<file path="src/rtl/phase_marker_emitter.sv">
// phase_marker_emitter: queues phase-marker event codes and merges them as slti markers into a fetch stream.
// Define MARKER_TRACE_EN to print EMIT_<NAME> for every marker accepted downstream.
module phase_marker_emitter #(
  parameter int EVT_DEPTH = 4,
  parameter int INST_W    = 32,
  parameter int CNT_W     = 16
) (
  input  logic              clock,
  input  logic              reset_n,
  input  logic              evt_valid,
  input  logic [3:0]        evt_code,
  output logic              evt_ready,
  input  logic              in_valid,
  input  logic [INST_W-1:0] in_inst,
  output logic              in_ready,
  output logic              out_valid,
  output logic [INST_W-1:0] out_inst,
  output logic              out_is_mark,
  input  logic              out_ready,
  output logic              done,
  output logic [CNT_W-1:0]  mark_cnt,
  output logic [CNT_W-1:0]  drop_cnt
);
  localparam int AW = $clog2(EVT_DEPTH);
  localparam logic [3:0] SIM_EXIT = 4'd14;
  typedef enum logic [1:0] {EMPTY, PASS, MARK, DONE} state_t;
  state_t state, state_nx;
  logic [3:0] fifo [EVT_DEPTH];
  logic [AW:0] wptr, rptr;
  logic [3:0] code_r, head;
  logic full, empty, push, drop, accept, fin, free, load_mark, load_pass;
  assign head = fifo[rptr[AW-1:0]];
  assign empty = wptr == rptr;
  assign full = (wptr[AW] != rptr[AW]) && (wptr[AW-1:0] == rptr[AW-1:0]);
  assign out_valid = (state == PASS) || (state == MARK);
  assign out_is_mark = state == MARK;
  assign done = state == DONE;
  assign accept = out_valid && out_ready;
  // the SIM_EXIT handshake retires the stage for good, so nothing may reload behind it
  assign fin = out_is_mark && out_ready && (code_r == SIM_EXIT);
  assign free = ((state == EMPTY) || accept) && !fin;
  assign load_mark = free && !empty;
  assign load_pass = free && empty && in_valid;
  assign in_ready = reset_n && load_pass;
  assign evt_ready = reset_n && !full && !done;
  assign push = evt_valid && evt_ready && (evt_code != 4'hf);
  assign drop = evt_valid && evt_ready && (evt_code == 4'hf);
  always_comb state_nx = fin ? DONE : load_mark ? MARK : load_pass ? PASS : free ? EMPTY : state;
  always_ff @(posedge clock)
    if (push) fifo[wptr[AW-1:0]] <= evt_code;
  always_ff @(posedge clock or negedge reset_n)
    if (!reset_n) begin
      state    <= EMPTY;
      wptr     <= '0;
      rptr     <= '0;
      code_r   <= '0;
      out_inst <= '0;
      mark_cnt <= '0;
      drop_cnt <= '0;
    end else begin
      state <= state_nx;
      if (push) wptr <= wptr + (AW+1)'(1);
      if (load_mark) begin
        rptr     <= rptr + (AW+1)'(1);
        code_r   <= head;
        out_inst <= INST_W'({8'h00, head, 20'h02013});
      end else if (load_pass) out_inst <= in_inst;
      if (accept && out_is_mark && !(&mark_cnt)) mark_cnt <= mark_cnt + CNT_W'(1);
      if (drop && !(&drop_cnt)) drop_cnt <= drop_cnt + CNT_W'(1);
    end
`ifdef MARKER_TRACE_EN
  function automatic string mark_name(input logic [3:0] c);
    case (c)
      4'd0:    return "VCTM_START";
      4'd1:    return "VCTM_END";
      4'd2:    return "DELAY_START";
      4'd3:    return "DELAY_END";
      4'd4:    return "TEXE_START";
      4'd5:    return "TEXE_END";
      4'd6:    return "LEAK_START";
      4'd7:    return "LEAK_END";
      4'd8:    return "INIT_START";
      4'd9:    return "INIT_END";
      4'd10:   return "BIM_START";
      4'd11:   return "BIM_END";
      4'd12:   return "TRAIN_START";
      4'd13:   return "TRAIN_END";
      4'd14:   return "SIM_EXIT";
      default: return "ILLEGAL";
    endcase
  endfunction
  always_ff @(posedge clock)
    if (reset_n && accept && out_is_mark) $display("%t EMIT_%s", $time, mark_name(code_r));
`endif
endmodule
</file>
<file path="config.mk">
export PLATFORM = sky130hd
export DESIGN_NAME = phase_marker_emitter
export DESIGN_NICKNAME = d
export VERILOG_FILES = /design/src/rtl/phase_marker_emitter.sv
export SDC_FILE = /design/constraint.sdc
export NUM_CORES = 1
export LEC_CHECK = 0
export CAP_MARGIN = 15
export CELL_PAD_IN_SITES_DETAIL_PLACEMENT = 1
export CELL_PAD_IN_SITES_GLOBAL_PLACEMENT = 1
export CORE_MARGIN = 2
export CORE_UTILIZATION = 38
export DETAILED_ROUTE_END_ITERATION = 7
export PLACE_DENSITY = 0.76
export SLEW_MARGIN = 20
export SYNTH_ARGS = -nofsm -noshare
export SYNTH_HDL_FRONTEND = slang
export SYNTH_SLANG_ARGS = --single-unit
</file>
<file path="constraint.sdc">
create_clock -name clock -period 2.29 [get_ports clock]
set_clock_uncertainty 0.1 [all_clocks]
set_input_delay 0.229 -clock clock [delete_from_list [all_inputs] [get_ports clock]]
set_output_delay 0.229 -clock clock [all_outputs]
set_load 0.02 [all_outputs]
</file>
==> results.json <==
{
  "syn_area_um2": 4110,
  "cts-buffers-inserted": 9,
  "viasPerCell": 5.33,
  "path_clk_slew_ns": 0.08,
  "ys_seq_area_share_pct": 57.9,
  "antenna_found_initial": 0,
  "cp-start-kind": "flop",
  "cp-startpoint": "state[0]",
  "grt_pass1_vias": 3439,
  "period_share_pct": 96.7,
  "max-vdd-ir-drop_v": 0.000546,
  "layout_commonest_cell": "clkdlybuf4s50_1",
  "p_per_area_nw_per_um2": 1100,
  "p_leak_nw": 2.50,
  "drive_above_1_share_pct": 13.9,
  "gp_congestion": 0.813,
  "num-nets-final": 512,
  "syn2layout_area_growth_pct": 40.1,
  "initial_core_util_pct": 39.5,
  "rsz0062_at_grt": "true",
  "reg2reg_to": "drop_cnt[1]",
  "fin_crit_ns": 2.21,
  "holdWs_ns": 0.149,
  "clock-root-buffer": "clkbuf_8",
  "criticalPathCategory": "flop to flop",
  "r2r-start": "state[0]",
  "setup_tns_ns": 0,
  "clkSinkCount": 92,
  "io_pins": 110,
  "grt_max_degree": 45,
  "timing.fmax_mhz": 452,
  "grt_use_total_pct": 19.3,
  "relSlewSlack_pct": 57.2,
  "worstPathMaxFanout": 15,
  "synthesis.nets": 373,
  "fp.dieW_um": 108,
  "grt_pass1_wl_um": 17500,
  "die_area_um2": 11700,
  "dr.pass1.iters": 4,
  "maxCapViolations": 0,
  "ant_nets": 0,
  "reg2regPathDepth": 6,
  "tightest_slew_ns": 0.639,
  "ys.warnings.count": 0,
  "required_ns": 2.42,
  "hold_path.class": "primary input to async pin",
  "rows": 37,
  "netlist_instances": 322,
  "wl_um": 10700,
  "hpwl_um": 8110,
  "drt_iter0_markers": 74,
  "endpoint": "drop_cnt[1]",
  "worstPathArrival_ns": 2.35,
  "final_cell_mix": "clkdlybuf4s50_1, dfrtp_1, buf_4",
  "synth_cell_types": 47,
  "cts_tree": "built",
  "clockBufferDepth": 2,
  "status": "finished, final reports clean",
  "slew_viol_final": 0,
  "htreeDepth": 3,
  "avgSynthCellArea_um2": 12.8,
  "wire_per_inst_um": 17.9,
  "coreArea_um2": 10400,
  "die_h_um": 108,
  "regToRegSetupSlack_ns": 0.08,
  "cp-end-kind": "flop",
  "worstSkewPairLatency_ns": 0.36,
  "gr-total-overflow": 0,
  "route.vias.total": 3206,
  "setup_viol": 0,
  "ys_seq_elements": 92,
  "drc_errors": 0,
  "portBuffers": 109,
  "num_antenna_cells": 0,
  "hold_violations": 0
}
[how the worst min path moves through the flow]
stage	to	start	slack (ns)
finish	wptr[1]	reset_n	0.15
global route	wptr[1]	reset_n	0.14
floorplan	code_r[0]	reset_n	-0.17
detailed placement	wptr[1]	reset_n	-0.06
global placement	wptr[1]	reset_n	-0.06
CTS	wptr[1]	reset_n	0.13
[power by group]
| group | switching, mW | internal, mW | total [mW] |
|---|---|---|---|
| clock | 0.582 | 0.496 | 1.08 |
| sequential | 0.303 | 2.07 | 2.37 |
| combinational | 1.49 | 1.41 | 2.91 |
[synthesized netlist by cell type (all sizes together)]
cell type	n	area [µm²]
a2111oi	1	8.76
a211oi	6	45.0
a21o	1	7.51
a21oi	5	25.0
a221o	1	10.0
a22o	24	210
a2bb2oi	4	35.0
a311o	1	11.3
a311oi	1	8.76
a31oi	1	6.26
and2	5	31.3
and3	8	51.3
and4	5	43.8
and4b	1	10.0
buf	8	48.8
clkbuf	5	18.8
dfrtp	76	1900
edfxtp	16	480
ha	10	125
inv	8	30.0
mux2	9	101
mux2i	3	30.0
mux4	4	105
nand2	16	60.1
nand3	21	105
nand3b	1	7.51
nand4	9	56.3
nand4b	2	17.5
nor2	4	15.0
nor3	8	40.0
nor3b	2	15.0
nor4	6	37.5
nor4b	2	17.5
nor4bb	1	10.0
o2111ai	1	8.76
o211ai	1	7.51
o21a	1	7.51
o21ai	3	15.0
o22ai	4	25.0
or2	1	6.26
or4b	1	10.0
xnor2	11	96.3
xor2	24	210
[kinds of logic after synthesis]
kind of cell,share of synthesized area [%]
buffers and inverters,2.37
adder cells (fa/ha/maj),3.04
flip-flops,57.9
XOR/XNOR,7.45
AND/OR/NAND/NOR,13.0
AO/OA/AOI/OAI,10.5
multiplexers,5.75
[worst max-delay path, cell delays in order, from the launching register on]
cell,delay (ns)
dfrtp_1,0.39
buf_4,0.14
ha_1,0.25
nand3b_1,0.19
a311o_2,0.45
nor2_1,0.22
mux2_2,0.35
[registers in the layout, summed over array words and instances (netlist names)]
name / cells
rptr: 3
state: 2
fifo: 16
out_inst: 32
code_r: 4
drop_cnt: 16
mark_cnt: 16
wptr: 3
[metal layers]
| metal | part of all wire, % | GRT usage [%] | vias up |
|---|---|---|---|
| li1 | - | - | 1489 |
| met1 | 43 | 24.4 | 1638 |
| met2 | 52 | 33.6 | 67 |
| met3 | 3.9 | 3.44 | 12 |
| met4 | 1.5 | 6.41 | 0 |
| met5 | 0 | 0 | - |
[repair_timing]
action,in CTS,in global routing
cloned,0,0
resized for setup,5,5
hold buffers,1,0
buffers inserted,0,0
endpoints found under the setup margin,2,29
hold endpoints to repair,76,0
[cell type report]
cell class / instances / area, µm²
Sequential cell: 92 / 2380
Clock inverter: 4 / 30.0
Tap cell: 136 / 170
Multi-Input combinational cell: 209 / 1660
Inverter: 8 / 30.0
Fill cell: 1080 / 4650
Clock buffer: 12 / 166
Timing Repair Buffer: 141 / 1330
[per-stage QoR]
stage	power [mW]	setup WS [ns]	utilization, %	area, µm²	std cells
floorplan	3.97	0.0395	-	4110	322
global placement	5.18	-0.0858	53.2	5540	585
detailed placement	5.31	-0.126	53.2	5540	585
CTS	6.41	0.0297	55.1	5740	602
global route	6.76	-0.0241	55.4	5770	602
finish	6.36	0.0756	55.4	5770	602
No activity file was read; power rests on OpenSTA's default activity.
